==> src/rtl/yd_wb_arbiter_if.sv <==
// -----------------------------------------------------------------------------
// yd_wb_arbiter_if
// Bus bundle between the execute/load units, the write-back arbiter and the
// 16-entry register file.
//   alu_*            : ALU result handshake (valid/ready, waddr, data)
//   ld_*             : load result handshake (valid/ready, waddr, data)
//   din0/waddr0/we0  : register file write port 0 (ALU path)
//   din1/waddr1/we1  : register file write port 1 (load path)
//   jpc              : bubble / PC-writable strobe
//   drop_cnt         : saturating count of superseded load writes
// Modports: master = producers/consumers around the arbiter, slave = arbiter.
// -----------------------------------------------------------------------------
interface yd_wb_arbiter_if #(
    parameter int CW = 8
);
    logic          alu_valid;
    logic          alu_ready;
    logic [3:0]    alu_waddr;
    logic [15:0]   alu_data;
    logic          ld_valid;
    logic          ld_ready;
    logic [3:0]    ld_waddr;
    logic [15:0]   ld_data;
    logic [15:0]   din0;
    logic [3:0]    waddr0;
    logic          we0;
    logic [15:0]   din1;
    logic [3:0]    waddr1;
    logic          we1;
    logic          jpc;
    logic [CW-1:0] drop_cnt;

    modport master (
        output alu_valid, alu_waddr, alu_data,
        output ld_valid, ld_waddr, ld_data,
        input  alu_ready, ld_ready,
        input  din0, waddr0, we0, din1, waddr1, we1, jpc, drop_cnt
    );

    modport slave (
        input  alu_valid, alu_waddr, alu_data,
        input  ld_valid, ld_waddr, ld_data,
        output alu_ready, ld_ready,
        output din0, waddr0, we0, din1, waddr1, we1, jpc, drop_cnt
    );
endinterface

==> src/rtl/yd_wb_arbiter.sv <==
// -----------------------------------------------------------------------------
// yd_wb_arbiter
// Write-back stage in front of the register file. ALU results go to write
// port 0 with one cycle of latency; load results are buffered in a small FIFO
// that pops its head every non-empty cycle onto write port 1. A load whose
// head address collides with a same-cycle ALU write is dropped (the load is
// the older write) and counted. Any write to PC (r15) starts a bubble that
// holds jpc high and blocks the ALU path.
// Ports:
//   i_clk  : clock, all state on the rising edge
//   i_rst  : synchronous active-high reset
//   bus    : yd_wb_arbiter_if.slave (ALU/load handshakes, write ports, jpc,
//            drop_cnt)
// Parameters:
//   LD_DEPTH   : load FIFO depth, power of 2, >= 2
//   BUBBLE_CYC : extra jpc cycles after the cycle presenting the PC write
//   CW         : drop counter width
// -----------------------------------------------------------------------------
module yd_wb_arbiter #(
    parameter int LD_DEPTH   = 2,
    parameter int BUBBLE_CYC = 2,
    parameter int CW         = 8
) (
    input  logic          i_clk,
    input  logic          i_rst,
    yd_wb_arbiter_if.slave bus
);
    localparam int          PW       = $clog2(LD_DEPTH);
    localparam int          CNTW     = PW + 1;
    localparam int          BW       = $clog2(BUBBLE_CYC + 2);
    localparam logic [CNTW-1:0] FULL_CNT = CNTW'(LD_DEPTH);
    localparam logic [BW-1:0]   BUB_LOAD = BW'(BUBBLE_CYC + 1);
    localparam logic [3:0]  ADDR_ZERO = 4'd0;
    localparam logic [3:0]  ADDR_PC   = 4'd15;

    // load FIFO
    logic [3:0]      r_fifo_addr [LD_DEPTH];
    logic [15:0]     r_fifo_data [LD_DEPTH];
    logic [PW-1:0]   r_wr_ptr;
    logic [PW-1:0]   r_rd_ptr;
    logic [CNTW-1:0] r_count;

    // write ports and status
    logic [15:0]     r_din0;
    logic [3:0]      r_waddr0;
    logic            r_we0;
    logic [15:0]     r_din1;
    logic [3:0]      r_waddr1;
    logic            r_we1;
    logic [BW-1:0]   r_bub_cnt;
    logic [CW-1:0]   r_drop_cnt;

    logic            w_alu_ready;
    logic            w_ld_ready;
    logic            w_alu_hs;
    logic            w_push;
    logic            w_store;
    logic            w_pop;
    logic [3:0]      w_head_addr;
    logic [15:0]     w_head_data;
    logic            w_conflict;
    logic            w_ld_write;
    logic            w_pc_wr;

    // A pending PC write always has a non-zero bubble count, so the bubble
    // counter alone covers both the write cycle and the trailing bubble.
    assign w_alu_ready = (r_bub_cnt == '0);
    assign w_ld_ready  = (r_count != FULL_CNT);

    assign w_alu_hs    = bus.alu_valid && w_alu_ready;
    assign w_push      = bus.ld_valid && w_ld_ready;
    // Loads to the zero register are consumed without taking a FIFO slot.
    assign w_store     = w_push && (bus.ld_waddr != ADDR_ZERO);
    assign w_pop       = (r_count != '0);

    assign w_head_addr = r_fifo_addr[r_rd_ptr];
    assign w_head_data = r_fifo_data[r_rd_ptr];

    // Stored entries never carry address 0, so a match implies a non-zero
    // destination; the explicit check keeps that obvious.
    assign w_conflict  = w_alu_hs && w_pop && (bus.alu_waddr != ADDR_ZERO)
                         && (w_head_addr == bus.alu_waddr);
    assign w_ld_write  = w_pop && !w_conflict;

    assign w_pc_wr     = (w_alu_hs && (bus.alu_waddr == ADDR_PC))
                         || (w_ld_write && (w_head_addr == ADDR_PC));

    // FIFO storage needs no reset: pointers and count define validity.
    always_ff @(posedge i_clk) begin
        if (w_store) begin
            r_fifo_addr[r_wr_ptr] <= bus.ld_waddr;
            r_fifo_data[r_wr_ptr] <= bus.ld_data;
        end
    end

    always_ff @(posedge i_clk) begin
        if (i_rst) begin
            r_wr_ptr <= '0;
            r_rd_ptr <= '0;
            r_count  <= '0;
        end else begin
            if (w_store) begin
                r_wr_ptr <= r_wr_ptr + PW'(1);
            end
            if (w_pop) begin
                r_rd_ptr <= r_rd_ptr + PW'(1);
            end
            case ({w_store, w_pop})
                2'b10:   r_count <= r_count + CNTW'(1);
                2'b01:   r_count <= r_count - CNTW'(1);
                default: r_count <= r_count;
            endcase
        end
    end

    always_ff @(posedge i_clk) begin
        if (i_rst) begin
            r_din0   <= '0;
            r_waddr0 <= '0;
            r_we0    <= 1'b0;
        end else begin
            r_we0 <= w_alu_hs && (bus.alu_waddr != ADDR_ZERO);
            if (w_alu_hs) begin
                r_din0   <= bus.alu_data;
                r_waddr0 <= bus.alu_waddr;
            end
        end
    end

    always_ff @(posedge i_clk) begin
        if (i_rst) begin
            r_din1     <= '0;
            r_waddr1   <= '0;
            r_we1      <= 1'b0;
            r_drop_cnt <= '0;
        end else begin
            r_we1 <= w_ld_write;
            if (w_pop) begin
                r_din1   <= w_head_data;
                r_waddr1 <= w_head_addr;
            end
            if (w_conflict && (r_drop_cnt != '1)) begin
                r_drop_cnt <= r_drop_cnt + CW'(1);
            end
        end
    end

    always_ff @(posedge i_clk) begin
        if (i_rst) begin
            r_bub_cnt <= '0;
        end else if (w_pc_wr) begin
            r_bub_cnt <= BUB_LOAD;
        end else if (r_bub_cnt != '0) begin
            r_bub_cnt <= r_bub_cnt - BW'(1);
        end
    end

    assign bus.alu_ready = w_alu_ready;
    assign bus.ld_ready  = w_ld_ready;
    assign bus.din0      = r_din0;
    assign bus.waddr0    = r_waddr0;
    assign bus.we0       = r_we0;
    assign bus.din1      = r_din1;
    assign bus.waddr1    = r_waddr1;
    assign bus.we1       = r_we1;
    assign bus.jpc       = (r_bub_cnt != '0);
    assign bus.drop_cnt  = r_drop_cnt;
endmodule

==> src/flat_wrapper.sv <==
// flat-port wrapper written by rule: the top's interface ports become plain ports
module yd_wb_arbiter_flat 
#(
    parameter int LD_DEPTH   = 2,
    parameter int BUBBLE_CYC = 2,
    parameter int CW         = 8
)
  (i_clk, i_rst, bus_alu_valid, bus_alu_waddr, bus_alu_data, bus_ld_valid, bus_ld_waddr, bus_ld_data, bus_alu_ready, bus_ld_ready, bus_din0, bus_waddr0, bus_we0, bus_din1, bus_waddr1, bus_we1, bus_jpc, bus_drop_cnt);
  yd_wb_arbiter_if #(.CW(CW)) bus_i ();
  input  logic i_clk;
  input  logic i_rst;
  input wire logic [$bits(bus_i.alu_valid)-1:0] bus_alu_valid;
  input wire logic [$bits(bus_i.alu_waddr)-1:0] bus_alu_waddr;
  input wire logic [$bits(bus_i.alu_data)-1:0] bus_alu_data;
  input wire logic [$bits(bus_i.ld_valid)-1:0] bus_ld_valid;
  input wire logic [$bits(bus_i.ld_waddr)-1:0] bus_ld_waddr;
  input wire logic [$bits(bus_i.ld_data)-1:0] bus_ld_data;
  output wire logic [$bits(bus_i.alu_ready)-1:0] bus_alu_ready;
  output wire logic [$bits(bus_i.ld_ready)-1:0] bus_ld_ready;
  output wire logic [$bits(bus_i.din0)-1:0] bus_din0;
  output wire logic [$bits(bus_i.waddr0)-1:0] bus_waddr0;
  output wire logic [$bits(bus_i.we0)-1:0] bus_we0;
  output wire logic [$bits(bus_i.din1)-1:0] bus_din1;
  output wire logic [$bits(bus_i.waddr1)-1:0] bus_waddr1;
  output wire logic [$bits(bus_i.we1)-1:0] bus_we1;
  output wire logic [$bits(bus_i.jpc)-1:0] bus_jpc;
  output wire logic [$bits(bus_i.drop_cnt)-1:0] bus_drop_cnt;
  assign bus_i.alu_valid = bus_alu_valid;
  assign bus_i.alu_waddr = bus_alu_waddr;
  assign bus_i.alu_data = bus_alu_data;
  assign bus_i.ld_valid = bus_ld_valid;
  assign bus_i.ld_waddr = bus_ld_waddr;
  assign bus_i.ld_data = bus_ld_data;
  assign bus_alu_ready = bus_i.alu_ready;
  assign bus_ld_ready = bus_i.ld_ready;
  assign bus_din0 = bus_i.din0;
  assign bus_waddr0 = bus_i.waddr0;
  assign bus_we0 = bus_i.we0;
  assign bus_din1 = bus_i.din1;
  assign bus_waddr1 = bus_i.waddr1;
  assign bus_we1 = bus_i.we1;
  assign bus_jpc = bus_i.jpc;
  assign bus_drop_cnt = bus_i.drop_cnt;
  yd_wb_arbiter #(.LD_DEPTH(LD_DEPTH), .BUBBLE_CYC(BUBBLE_CYC), .CW(CW)) u_core (.i_clk(i_clk), .i_rst(i_rst), .bus(bus_i));
endmodule
==> config.mk <==
export PLATFORM = sky130hd
export DESIGN_NAME = yd_wb_arbiter_flat
export DESIGN_NICKNAME = d
export VERILOG_FILES = /design/src/rtl/yd_wb_arbiter_if.sv /design/src/rtl/yd_wb_arbiter.sv /design/src/flat_wrapper.sv
export SDC_FILE = /design/constraint.sdc
export NUM_CORES = 1
export LEC_CHECK = 0
export ABC_CLOCK_PERIOD_IN_PS = 2800
export CORE_ASPECT_RATIO = 1.5
export CORE_UTILIZATION = 48
export CTS_CLUSTER_SIZE = 10
export DETAILED_ROUTE_END_ITERATION = 6
export HOLD_SLACK_MARGIN = 0.05
export PLACE_DENSITY = 0.87
export SLEW_MARGIN = 40
export SYNTH_ARGS = -nofsm -noshare
export SYNTH_HDL_FRONTEND = slang
export SYNTH_SLANG_ARGS = --single-unit
export TNS_END_PERCENT = 20
==> constraint.sdc <==
create_clock -name i_clk -period 2.8 [get_ports i_clk]
set_clock_uncertainty 0.15 [all_clocks]
set_input_delay 0.56 -clock i_clk [delete_from_list [all_inputs] [get_ports i_clk]]
set_output_delay 0.56 -clock i_clk [all_outputs]
set_load 0.05 [all_outputs]
==> metrics.txt <==
status=finished clean; final wirelength=about 8100 um; Seq/Total Area, Yosys=0.6320; share of cells above drive strength 1=0.07529; first-pass GRT wire length=approximately 13000 um; Clock Tree Buf Depth=2; hold buffers post-CTS=0; maxcap violations=0; Reg clk slew, reported paths=around 80 ps; Min-Delay Path Class=register to register; H-Tree Depth=3; Setup crit end kind=output port; commonest non-fill, non-tap cell in the layout=clkdlybuf4s50_1; TNS Setup=0 ps; Pre-antenna DRT Iters=4; Primary FF master, synth=dfxtp_1; Arrival @ worst endpoint=~1900 ps; final worst path period share=0.9480; Reg area=2342 um2; worst-path fanout max=5; vias=2720; initial antenna violation count=0; Syn Std Cell Area=around 3700 um2; final setup fails=0; Die Height=between 100 and 150 um; path type of the worst setup path=register to output port; RSZ-0062 raised after global routing=no; Fin Hold WS=303.9 ps; Row Count=38; crit path time final=approximately 2700 ps; post-synthesis cell count=326; #FFs+latches synth=97; library cells used by synthesis=36; Die Area=between 8000 and 9000 um2; Initial Util=0.5029; Final Hold Viols=0; Post-CTS Resized=0; gpl congestion=0.7645; placed insts=509; Num CTS Buffers=9; Rel. slew slack=0.5773; Max VDD drop=approximately 0.72 mV; vias in the first global route=around 2700; Slew Viols, Final=0; Tot GR Track Use=0.2162; multi-input logic area=between 1000 and 1500 um2; FF-to-FF path depth=5; drt wl/cell=15.38 um; 1st-iter DRT viols=between 100 and 150; Area Growth Syn to Fin=34.91%; final non-filler cell total=about 530; ANT nets after route=0; pin count of the biggest net entering global routing=46; fin nets=~470; n_diodes=0; Worst-Skew Late Latency=around 350 ps; Post-synth EDFFs=40; Syn Nets=373; root buffer cell=clkbuf_8; grt total ovfl=0; Die W=73.75 um; Yosys warning count=0; most frequent cells in the layout=clkdlybuf4s50_1, dfxtp_1, nand2_1; Req. time, crit path=~2100 ps; Fmax=around 380 MHz; DP Wirelength=5759 um; worst hold path cell count=2; P_leak=approximately 1.8 nW; post-DR vias/cell=5.181; startpoint types=register; IO Port Bufs=96; core area=around 7400 um2; DRC=0; fillers=564; pwr dens=1034 nW/um2; Syn Area/Cell=11.37 um2; Top-Level Pins=97; worst slew pin tran=between 600 and 700 ps; sink count of the clock tree=97; CTS tree=done; # Post-CTS Setup Buffers=0; asr flop ratio synth=0
-- synthesized netlist by cell type (all sizes together) (3+ instances only) --
cell type,count,share of area
o31ai,3,0.0061
ha,3,0.010
or3,3,0.0051
buf,4,0.0081
clkbuf,16,0.016
mux2i,21,0.063
and3,3,0.0051
edfxtp,40,0.32
dfxtp,57,0.31
inv,8,0.0081
a21oi,27,0.036
nand3,8,0.011
or2,3,0.0051
nand2,45,0.046
xnor2,8,0.019
a211oi,20,0.041
or4,7,0.016
nor2,28,0.028
o21ai,4,0.0054
-- final timing paths --
check / endpoint / start / slack, ps
max reg2reg: u_core.bus.drop_cnt[5] / register / 210
min: u_core.bus.din0[8] / u_core.bus.din0[8] / 300
max: bus_jpc / u_core.r_bub_cnt[0] / 150
min reg2reg: u_core.bus.din0[8] / u_core.bus.din0[8] / 300
-- cell type report --
| type | instances | share of cell area |
|---|---|---|
| timing repair buffer | 103 | 0.2017 |
| clock buffer | 11 | 0.02628 |
| tap | 100 | 0.02503 |
| sequential | 97 | 0.4685 |
| inverter | 8 | 0.006006 |
| clock inverter | 5 | 0.02077 |
| multi-input combinational | 201 | 0.2518 |
-- critical path: stages, from the launching register on --
cell and delay (ps):
dfxtp_1 350, inv_1 50, ha_1 270, inv_1 110
clkdlybuf4s50_1 810
-- per-layer routing --
layer / track usage / part of all wire
met5: 0 / 0
met4: 0.07830 / 0.0080
met3: 0.05408 / 0.045
met2: 0.3834 / 0.54
met1: 0.2486 / 0.41
-- logic make-up (layout without fill, tap and decap cells) --
group,count (synthesis),after routing,share of synthesized area
and+or+nand+nor,105,105,0.1296
muxes,22,22,0.06651
AOI/OAI and AO/OA,62,62,0.1080
buffers and inverters,28,127,0.03241
adders and majority gates,3,3,0.01013
DFF,97,97,0.6320
xor gates and xnor gates,9,9,0.02127
-- report_power, final --
| group | total [mW] | internal (mW) | switching, mW | leakage [nW] |
|---|---|---|---|---|
| Combinational | 2.17 | 0.749 | 1.42 | 0.804 |
| Sequential | 1.97 | 1.80 | 0.165 | 0.842 |
| Clock | 1.04 | 0.593 | 0.445 | 0.114 |
-- sequential cells by signal, summed over array words and instances (netlist names), named ones only --
signal,cells
u_core.bus.we1,1
u_core.bus.we0,1
u_core.r_rd_ptr,1
u_core.r_count,2
u_core.r_bub_cnt,2
u_core.r_fifo_addr,8
u_core.r_wr_ptr,1
u_core.bus.din1,16
u_core.r_fifo_data,32
u_core.bus.waddr1,4
u_core.bus.drop_cnt,8
u_core.bus.waddr0,4
u_core.bus.din0,16
-- through the flow --
step	power [mW]	utilization	cell area (um2)	setup slack [ps]
after global placement	4.105	0.6452	4755	49.79
after floorplan	3.472	-	3706	247.7
final	5.172	0.6784	5000	145.5
after global routing	5.415	0.6784	5000	64.15
after detailed placement	4.171	0.6465	4765	-126.5
after CTS	5.216	0.6784	5000	126.4
No activity file was read; power rests on OpenSTA's default activity.
